[src/rtl/tulip_audio_pkg.sv]
// Shared constants and types for the audio output path.
// Default sample width, slot length and BCLK divider for a 12.288 MHz clk.
package tulip_audio_pkg;

    localparam int C_ADC_DWIDTH    = 24;
    localparam int C_I2S_SLOT_BITS = 32;
    localparam int C_I2S_BCLK_DIV  = 2;

    typedef logic signed [C_ADC_DWIDTH-1:0] sample_t;

    // clk cycles in one stereo frame: two slots, two BCLK half-periods per bit
    function automatic int frame_clks(input int slot_bits, input int bclk_div);
        return 2 * slot_bits * 2 * bclk_div;
    endfunction

endpackage

[src/rtl/i2s_bclk_gen.sv]
// I2S bit clock divider: toggles bclk every G_BCLK_DIV clk cycles and
// flags the clk cycle whose edge takes bclk from high to low.
module i2s_bclk_gen
    import tulip_audio_pkg::*;
#(
    parameter int G_BCLK_DIV = C_I2S_BCLK_DIV
) (
    input  logic clk,
    input  logic reset,
    input  logic enable,
    output logic bclk,
    output logic fe_strobe
);

    localparam int            CW   = (G_BCLK_DIV > 1) ? $clog2(G_BCLK_DIV) : 1;
    localparam logic [CW-1:0] C_TC = CW'(G_BCLK_DIV - 1);

    logic [CW-1:0] div_cnt;
    logic          tc;

    assign tc        = (div_cnt == C_TC);
    // Combinational so the top updates lrclk/sdata on the same edge bclk falls
    assign fe_strobe = enable & ~reset & tc & bclk;

    always_ff @(posedge clk) begin
        if (reset || !enable) begin
            div_cnt <= '0;
            bclk    <= 1'b0;
        end else if (tc) begin
            div_cnt <= '0;
            bclk    <= ~bclk;
        end else begin
            div_cnt <= div_cnt + 1'b1;
        end
    end

endmodule

[src/rtl/i2s_dac_tx.sv]
// Stereo I2S transmitter for a mono sample stream: one sample per frame,
// duplicated on both slots, with a one-entry holding register and sticky underflow.
module i2s_dac_tx
    import tulip_audio_pkg::*;
#(
    parameter int G_DWIDTH    = C_ADC_DWIDTH,
    parameter int G_SLOT_BITS = C_I2S_SLOT_BITS,
    parameter int G_BCLK_DIV  = C_I2S_BCLK_DIV
) (
    input  logic                clk,
    input  logic                reset,
    input  logic                enable,
    input  logic                mute,
    input  logic [G_DWIDTH-1:0] din,
    input  logic                din_valid,
    output logic                din_ready,
    output logic                i2s_bclk,
    output logic                i2s_lrclk,
    output logic                i2s_sdata,
    output logic                underflow,
    input  logic                underflow_clear
);

    localparam int            BW         = $clog2(2 * G_SLOT_BITS);
    localparam int            IW         = (G_DWIDTH > 1) ? $clog2(G_DWIDTH) : 1;
    localparam logic [BW-1:0] C_BIT_LAST = BW'(2 * G_SLOT_BITS - 1);
    localparam logic [BW-1:0] C_SLOT     = BW'(G_SLOT_BITS);
    localparam logic [BW-1:0] C_DW       = BW'(G_DWIDTH);

    logic                       fe_strobe;
    logic [BW-1:0]              bit_cnt;
    logic [BW-1:0]              bit_nxt;
    logic [BW-1:0]              slot_k;
    logic                       lr_nxt;
    logic                       sd_nxt;
    logic                       frame_load;
    logic                       accept;
    logic                       hold_full;
    logic                       hold_full_nxt;
    logic signed [G_DWIDTH-1:0] hold_data;
    logic signed [G_DWIDTH-1:0] out_sample;

    i2s_bclk_gen #(
        .G_BCLK_DIV (G_BCLK_DIV)
    ) u_bclk_gen (
        .clk       (clk),
        .reset     (reset),
        .enable    (enable),
        .bclk      (i2s_bclk),
        .fe_strobe (fe_strobe)
    );

    // Bit position and serial data for the BCLK period that starts at the next FE
    always_comb begin
        bit_nxt = (bit_cnt == C_BIT_LAST) ? '0 : bit_cnt + 1'b1;
        lr_nxt  = (bit_nxt >= C_SLOT);
        slot_k  = lr_nxt ? (bit_nxt - C_SLOT) : bit_nxt;
        sd_nxt  = 1'b0;
        if ((slot_k != '0) && (slot_k <= C_DW)) begin
            sd_nxt = out_sample[IW'(G_DWIDTH - int'(slot_k))];
        end
    end

    // Holding register handshake; a load never bypasses a same-cycle accept
    always_comb begin
        accept        = din_valid & din_ready;
        frame_load    = fe_strobe & (bit_nxt == '0);
        hold_full_nxt = hold_full;
        if (accept) begin
            hold_full_nxt = 1'b1;
        end else if (frame_load) begin
            hold_full_nxt = 1'b0;
        end
    end

    always_ff @(posedge clk) begin
        if (reset || !enable) begin
            bit_cnt    <= C_BIT_LAST;
            i2s_lrclk  <= 1'b0;
            i2s_sdata  <= 1'b0;
            hold_full  <= 1'b0;
            din_ready  <= 1'b0;
            underflow  <= 1'b0;
            out_sample <= '0;
        end else begin
            hold_full <= hold_full_nxt;
            din_ready <= ~hold_full_nxt;
            if (fe_strobe) begin
                bit_cnt   <= bit_nxt;
                i2s_lrclk <= lr_nxt;
                i2s_sdata <= sd_nxt;
            end
            if (frame_load) begin
                out_sample <= (hold_full && !mute) ? hold_data : '0;
            end
            if (frame_load && !hold_full) begin
                underflow <= 1'b1;
            end else if (underflow_clear) begin
                underflow <= 1'b0;
            end
        end
    end

    // Sample payload; validity is tracked by hold_full alone
    always_ff @(posedge clk) begin
        if (accept) begin
            hold_data <= din;
        end
    end

endmodule

[config.mk]
export PLATFORM = sky130hd
export DESIGN_NAME = i2s_dac_tx
export DESIGN_NICKNAME = d
export VERILOG_FILES = /design/src/rtl/tulip_audio_pkg.sv /design/src/rtl/i2s_bclk_gen.sv /design/src/rtl/i2s_dac_tx.sv
export SDC_FILE = /design/constraint.sdc
export NUM_CORES = 1
export LEC_CHECK = 0
export ABC_AREA = 1
export BUFFER_PORTS_ARGS = -buffer_cell sky130_fd_sc_hd__buf_2
export CORE_MARGIN = 4
export CORE_UTILIZATION = 58
export CTS_CLUSTER_SIZE = 25
export DETAILED_ROUTE_END_ITERATION = 7
export GPL_TIMING_DRIVEN = 0
export PLACE_DENSITY = 0.76
export SYNTH_ARGS = -nofsm -noshare
export SYNTH_HDL_FRONTEND = slang
export SYNTH_SLANG_ARGS = --single-unit
[constraint.sdc]
create_clock -name clk -period 5.3 [get_ports clk]
set_clock_uncertainty 0.2 [all_clocks]
set_input_delay 1.59 -clock clk [delete_from_list [all_inputs] [get_ports clk]]
set_output_delay 1.59 -clock clk [all_outputs]
set_load 0.03 [all_outputs]
# After elaboration in Yosys (flattened, before gate mapping)
# Cells that the tools add are included.
[word_totals]
regBits = 61
input_bits = 30
wordCells = 48
[op_classes]
add_sub_neg = 4
magnitude_cmp = 3
n_eq_ne = 1
muxes = 11
bitwise = 8
n_reduce_logical = 11
[ops]
columns = ["cell", "n"]
rows = [
  ["$mux 24", 1],
  ["$mux 6", 2],
  ["$lt 5x7->1 const B", 1],
  ["$mux 1", 7],
  ["$add 6x1->6 const B", 1],
  ["$eq 6x6->1 const B", 1],
  ["$ge 6x6->1 const B", 1],
  ["$le 6x5->1 const B", 1],
  ["$logic_not 6->1", 1],
  ["$reduce_bool 6->1", 1],
  ["$sub 6x6->6 const B", 1],
  ["$and 1x1->1", 5],
  ["$bmux 1 s5", 1],
  ["$sub 5x5->5 const A", 1],
  ["$logic_and 1x1->1", 3],
  ["$logic_not 1->1", 3],
  ["$not 1->1", 3],
  ["$reduce_bool 2->1", 1],
  ["$reduce_or 2->1", 1],
  ["$add 1x1->1 const B", 1],
  ["$logic_or 1x1->1", 1],
]

# Longest topological paths before layout
# Gate-level depths: netlist of the first run.
[depth]
word_depth = 9
ltp_mapped = 14

# Hierarchy
# Synthesis of the first run repeated with hierarchy kept, for this count alone.
[unflattened]
hier_cells = 291
area_unflattened_um2 = 2657.5
[by_module_without_submodules]
columns = ["mod", "instances", "cells_per_inst", "area_each_um2"]
rows = [
  ["i2s_dac_tx", 1, 279, 2577.5],
  ["i2s_bclk_gen", 1, 12, 80.1],
]

# Worst setup path after synthesis of the first run
# No wires, ideal clock.
[synth_path]
kind = "input to register"
startpoint = "input enable"
endpoint = "register out_sample[10]"
arrival_time_ns = 2.604
required_ns = 4.959
setup_slack_ns = 2.356
stages = 9
path_buffers = 2
cell_sequence = "inv_2 > nor2_4 > nand3_1 > nor2_1 > nand3_2 > buf_6 > buf_6 > nand2_1 > a21oi_2"
[synth_between]
elab_chain_len = 4
elab_cells_between_ends = 6
cone_classes = "4 x bitwise; 2 x reduce/logical"
[synth_rtl]
columns = ["element", "line_no", "rtl"]
rows = [
  ["start: declaration", "i2s_dac_tx.sv:12", "input logic enable,"],
  ["$and 1x1->1 (3 in series)", "i2s_bclk_gen.sv:23", "assign fe_strobe = enable & ~reset & tc & bclk;"],
  ["$and 1x1->1", "i2s_dac_tx.sv:67", "frame_load = fe_strobe & (bit_nxt == '0);"],
  ["end signal: assignment", "i2s_dac_tx.sv:94", "out_sample <= (hold_full && !mute) ? hold_data : '0;"],
  ["end: declaration", "i2s_dac_tx.sv:41", "logic signed [G_DWIDTH-1:0] out_sample;"],
]
# Several ways; a longest one is shown, not always the timed one.
# A chain may end at the register's enable or synchronous reset.

# Final worst setup path of the first run
[layout_path]
startpoint = "input reset"
endpoint = "register out_sample[11]"
[layout_between]
elab_chain_len = 5
elab_cells_between_ends = 6
cone_classes = "5 x bitwise; 1 x reduce/logical"
[layout_rtl]
columns = ["element", "line_no", "rtl"]
rows = [
  ["start: declaration", "i2s_dac_tx.sv:11", "input logic reset,"],
  ["$not 1->1", "i2s_bclk_gen.sv:23", ""],
  ["$and 1x1->1 (3 in series)", "i2s_bclk_gen.sv:23", ""],
  ["$and 1x1->1", "i2s_dac_tx.sv:67", ""],
]
# Several ways; a longest one is shown, not always the timed one.

==> results of run 1 <==
area by class of cell:
class	count	share of cell area (%)
multi-input cells	188	34.8
clock inverters	4	1.49
flip-flops and latches	61	45.9
well taps	52	2.04
clock buffers	12	4.56
plain buffers	14	3.26
repair buffers	34	5.34
inverters	22	2.63
placed cells by master (no fill, tap or decap), types with 5 or more instances in the layout:
master and n:
dfxtp_1 37, inv_1 17, a21oi_1 7, edfxtp_1 24
clkbuf_8 10, clkbuf_1 6, nand3_1 13, nand3_2 22
buf_2 36, nor2_1 32, buf_6 5, nand2_1 61
a21oi_2 20
stage by stage:
step | area, um^2 | hold slack (ps) | total power [W]
after floorplan | 2760 | 228 | 0.000523
after global placement | 2990 | 243 | 0.000538
after detailed placement | 2990 | 245 | 0.000539
after CTS | 3180 | 255 | 0.000938
after global routing | 3180 | 271 | 0.000968
final | 3180 | 255 | 0.000932
per-layer routing:
metal  up-vias  global-route usage, %  share of wire [%]
met3         8                   6.44                4.8
met1       930                   23.6                 46
met5         -                      0                  0
met2        53                   28.7                 47
met4         0                   9.42                1.8
li1       1042                      -                  -
critical path, delay by kind of cell:
family | cells | cell delay (ps)
AO/OA/AOI/OAI | 1 | 50
buffers and inverters | 3 | 430
AND/OR/NAND/NOR | 5 | 860
sequential cells by signal, indices dropped and copies added (netlist names):
| name | count |
|---|---|
| hold_data | 24 |
| out_sample | 24 |
| bit_cnt | 6 |
| din_ready | 1 |
| hold_full | 1 |
| i2s_lrclk | 1 |
| i2s_sdata | 1 |
| u_bclk_gen.bclk | 1 |
| u_bclk_gen.div_cnt | 1 |
| underflow | 1 |
power by group:
| part | internal, W | leakage [nW] | total [W] | switching [W] |
|---|---|---|---|---|
| registers | 0.000495 | 0.519 | 0.000498 | 0.00000279 |
| logic | 0.0000114 | 0.661 | 0.0000304 | 0.0000191 |
| clock network | 0.000229 | 0.0964 | 0.000404 | 0.000175 |
| total | 0.000735 | 1.28 | 0.000932 | 0.000197 |
worst min-delay path by stage:
stage / slack, ps / end / cells after the start
after detailed placement: 250 / u_bclk_gen.div_cnt / 1
final: 260 / u_bclk_gen.div_cnt / 1
after global placement: 240 / u_bclk_gen.div_cnt / 1
after floorplan: 230 / u_bclk_gen.div_cnt / 1
after CTS: 250 / u_bclk_gen.div_cnt / 1
after global routing: 270 / u_bclk_gen.div_cnt / 1
cells by family (layout without fill, tap and decap cells):
logic type / after synthesis / after routing / share of synthesized area [%]
buffers and inverters: 36 / 86 / 6.81
flip-flops: 61 / 61 / 53.0
AO/OA/AOI/OAI: 45 / 45 / 12.5
AND/OR/NAND/NOR: 141 / 141 / 26.9
adder cells (fa/ha/maj): 1 / 1 / 0.454
XOR/XNOR: 1 / 1 / 0.318
==> out/metrics.cfg, run 1 <==
[layout]
nFillCells = 353
final_cell_count_no_fill = 387
seqCellArea_um2 = 1460
syn_to_final_growth_pct = 15.5
footprint_of_the_multi_input_gates_um2 = 1110
utilization_pct = 71.2
drive_gt1_share_pct = 34.6
final_stage_net_count = 361
insertedDiodeCount = 0

[synthesis]
synthTopCellsByArea = dfxtp_1, edfxtp_1, nand2_1, nand3_2, a21oi_2
synth.cell_area_um2 = 2760
synth.most_common_cell = nand2_1
ys_top_cells_by_count = nand2_1, dfxtp_1, nor2_1, edfxtp_1, nand3_2
post_synth_inst_count = 285
post_synth.cell_area_avg_um2 = 9.67
ys_ff_latch = 61
synthFlopType = dfxtp_1
synthDominantCellAreaShare_pct = 26.9
cell_accounting_for_the_most_synthesized_area = dfxtp_1
synth_cell_type_count = 35
synth_warnings = 0
synth_enable_flop_cells = 24
ys_seq_area_share_pct = 53.0
synthArstFlopShare_pct = 0
synth_nets = 316

[critical_path]
cp_slowest_cell = nor2_1
crit_path_max_incr_delay_ps = 220
endpoint_kind = flop
worst-r2r-cell-count = 12
required_ps = 5290
r2r_slack_ps = 3060
worst_setup_path_endpoint = out_sample[11]
critical_path_peak_fanout = 10
r2r_start = bit_cnt[0]
regToRegEndpoint = out_sample[11]
critical_path.startpoint_type = input port
timing.critical_path.arrival_ps = 2950
criticalPathCategory = in2reg
most_repeated_library_cell_on_the_critical_path = buf_6
worstPathCellList = buf_2 > nor2_4 > nand3_1 > nor2_1 > nand3_2 > buf_6 > buf_6 > nand2_1 > a21oi_2
critPathLaunch = reset

[drt]
avgViaCountPerCell = 5.25
routed_wirelength_mm = 5.11
drt_pass1_iterations = 4
initialDrtViolationCount = 124
wl_per_cell_um = 13.2
ant_nets = 0
drt_drc_violations_left = 0
vias = 2033

[clocking]
cts_tree = done
post_cts.resized_instances = 0
worst_setup_hold_path_clk_slew_ps = 60
clk_path_buf_depth = 2
insertion_delay_ps = 330
cts-buffers-inserted = 9
clock-root-buffer = clkbuf_8
hold_buffers = 0
cts.htree.levels = 3
cts_num_sinks = 61
cts.repair_timing.setup_buffer_count = 0

[placed_design]
buffer_ports.inserted = 34
place_ws_ps = 2000
dp_cells = 371
place.detailed.hpwl_mm = 3.71
final_weighted_congestion_in_routability_driven_placement = 0.855

[die]
core_region_area_um2 = 4470
die_area_um2 = 5920
ioPinCount = 35
rows = 24
effective_utilization_at_floorplan_pct = 61.6
chipWidth_um = 76.9
dieHeight_um = 76.9

[power]
power_per_cell_area_nw_per_um2 = 293
leakage_nw = 1.28
vdd_drop_max_uv = 388

[global_route]
largest_net_degree_at_the_start_of_global_routing = 26
antenna_found_initial = 0
grt_pass1_wl_mm = 8.72
first_global_vias = 1920
gr-total-overflow = 0
gr-usage-all-layers_pct = 18.8

[sta]
tightest_slew_ps = 907
clock.fmax_mhz = 338
final.setup.worst_slack_ps = 2340
final_sum_of_negative_setup_slack_ps = 0
period_minus_slack_ps = 2960
timing_max_transition_violations_final = 0
setup-violations-final = 0
slew-limit-headroom_pct = 39.5
layout_worst_path_cycle_share_pct = 55.8
grt_setup_unrepaired = no
hold_viol = 0

[flow_run]
cap_viol_max_count = 0

[worst_hold_path]
min_path_type = reg2reg
min-delay-start = u_bclk_gen.div_cnt

[status]
run_status = complete, no violations

Power figures use the tool's default switching activity.
==> inputs of run 2 (changes only) <==
--- a/config.mk
+++ b/config.mk
@@ -8,11 +8,11 @@
 export ABC_AREA = 1
 export BUFFER_PORTS_ARGS = -buffer_cell sky130_fd_sc_hd__buf_2
 export CORE_MARGIN = 4
-export CORE_UTILIZATION = 58
+export CORE_UTILIZATION = 57
 export CTS_CLUSTER_SIZE = 25
 export DETAILED_ROUTE_END_ITERATION = 7
 export GPL_TIMING_DRIVEN = 0
-export PLACE_DENSITY = 0.76
+export PLACE_DENSITY = 0.75
 export SYNTH_ARGS = -nofsm -noshare
 export SYNTH_HDL_FRONTEND = slang
 export SYNTH_SLANG_ARGS = --single-unit
==> constraint.sdc (replaced) <==
create_clock -name clk -period 2.95 [get_ports clk]
set_clock_uncertainty 0.2 [all_clocks]
set_input_delay 0.885 -clock clk [delete_from_list [all_inputs] [get_ports clk]]
set_output_delay 0.885 -clock clk [all_outputs]
set_load 0.03 [all_outputs]
==> run 2 against run 1 <==
Flip-flop and latch count unchanged. Via count decreased by 1.4%. Global-route usage decreased by 0.52 points. Combinational power increased by 78%. Wire length decreased by 3.4%. Sequential power increased by 80%. Critical path depth unchanged. Largest cell class unchanged. Critical endpoint is now out_sample[8]. Largest power group unchanged. Die area increased by 1.6%. Sequential share of layout area increased by 0.33 points. First-iteration DRC count decreased by 8.1%.
==> out/metrics.cfg, run 2 (synthesis gave the netlist of run 1 again) <==
[critical_path]
required_ps = 2940
r2r_start = bit_cnt[0]
critPathLaunch = reset
endpoint_kind = flop
crit_buf_inv = 3
timing.critical_path.arrival_ps = 2250
critical_path_peak_fanout = 10
crit_family = simple AND/OR/NAND/NOR gates
critical_path.startpoint_type = input port
worstPathCellList = buf_2 > nor2_4 > nand3_1 > nor2_1 > nand3_2 > buf_6 > buf_6 > nand2_1 > a21oi_2
crit_path_max_incr_delay_ps = 220
criticalPathCategory = in2reg
most_repeated_library_cell_on_the_critical_path = buf_6
cp_slowest_cell = nor2_1

[sta]
setup-violations-final = 0
hold_viol = 0
final_sum_of_negative_setup_slack_ps = 0
timing_max_transition_violations_final = 0
layout_worst_path_cycle_share_pct = 76.5
grt_setup_unrepaired = no
tightest_slew_ps = 923
clock.fmax_mhz = 443
period_minus_slack_ps = 2260
slew-limit-headroom_pct = 38.4
fin_worst_hold_slack_ps = 264

[power]
swShare_pct = 20.9
power_per_cell_area_nw_per_um2 = 500
proportion_of_power_drawn_by_flip_flops_and_latches_pct = 56.6
comb_power_share_pct = 3.4
p_total_w = 0.00158
power_frac_clock_pct = 39.9
leakage_nw = 1.27
internal-power_w = 0.00125
vdd_drop_max_uv = 307
switchingPower_w = 0.000331

[clocking]
cts.repair_timing.setup_buffer_count = 0
worst_setup_hold_path_clk_slew_ps = 70
cts.htree.levels = 3
cts_tree = done
insertion_delay_ps = 330
cts-buffers-inserted = 9
clock-root-buffer = clkbuf_8
post_cts.resized_instances = 0
clk_path_buf_depth = 2
cts_num_sinks = 61
hold_buffers = 0

[global_route]
gr-total-overflow = 0
gr-usage-all-layers_pct = 18.3
first_global_vias = 1979
grt_pass1_wl_mm = 8.63
antenna_found_initial = 0
largest_net_degree_at_the_start_of_global_routing = 26

[die]
ioPinCount = 35
dieHeight_um = 77.5
chipWidth_um = 77.5
effective_utilization_at_floorplan_pct = 58.7
die_area_um2 = 6010
rows = 25
core_region_area_um2 = 4690

[layout]
layout.cells.most_common = nand2_1
insertedDiodeCount = 0
most-common-layout-cells = nand2_1, dfxtp_1, buf_2
drive_gt1_share_pct = 34.1
design_area_um2 = 3160
reg.largest.list = hold_data (24), out_sample (24), bit_cnt (6)
final_stage_net_count = 361
syn_to_final_growth_pct = 14.7

[drt]
vias = 2004
drt_drc_violations_left = 0
initialDrtViolationCount = 114
wl_per_cell_um = 12.7
routed_wirelength_mm = 4.93
ant_nets = 0
avgViaCountPerCell = 5.16
drt_pass1_iterations = 4

[status]
run_status = complete, no violations

[placed_design]
buffer_ports.inserted = 34
detailed_place.area_um2 = 2990
place.detailed.hpwl_mm = 3.51
final_weighted_congestion_in_routability_driven_placement = 0.892

[flow_run]
cap_viol_max_count = 0

[worst_hold_path]
min_path_type = reg2reg
min-delay-start = u_bclk_gen.div_cnt

run 2: cell count changes in the layout (fill, tap and decap cells not counted), sizes merged:
cell      before  now
clkinv         4    5
bufinv         1    0
clkinvlp       1    0
run 2: final timing paths:
check                             to  slack, ps  cells after the start
hold / removal    u_bclk_gen.div_cnt        260                      1
setup reg to reg       out_sample[8]        730                     12
hold reg to reg   u_bclk_gen.div_cnt        260                      1
setup / recovery       out_sample[8]        690                      9
run 2: metrics by stage:
step           util [%]  std cells  setup slack [ps]
2_1_floorplan         -        285               711
6_report           67.4        388               693
3_5_place_dp       63.8        373               338
4_1_cts            67.4        388               689
3_3_place_gp       63.8        373               360
5_1_grt            67.4        388               529
run 2: final cells by class:
class                           count  area, um^2
Buffer                             14         104
Clock inverter                      3        12.5
Timing Repair Buffer               34         170
Sequential cell                    61        1460
Multi-Input combinational cell    188        1110
Fill cell                         403        1530
Clock buffer                       12         155
Tap cell                           54        67.6
Inverter                           22        83.8
run 2: power by group through the flow:
stage	logic [W]	registers, W	clock network [W]
finish	0.0000540	0.000895	0.000631
global route	0.0000613	0.000896	0.000682
CTS	0.0000546	0.000895	0.000643
detailed placement	0.0000546	0.000913	0
global placement	0.0000529	0.000913	0
floorplan	0.0000254	0.000915	0
run 2: per-layer routing:
layer,vias to the layer above,track usage [%],wire (um)
li1,1049,-,-
met4,0,6.94,102
met5,-,0,0
met3,9,5.92,175
met2,33,28.2,2240
met1,913,23.9,2410
run 2: worst register-to-register path, delay by kind of cell, from the launching register on:
family                     cells  cell delay [ps]
DFF                            1              450
and+or+nand+nor                7              700
adders and majority gates      1              310
AOI/OAI and AO/OA              1               60
buffers and inverters          3              380
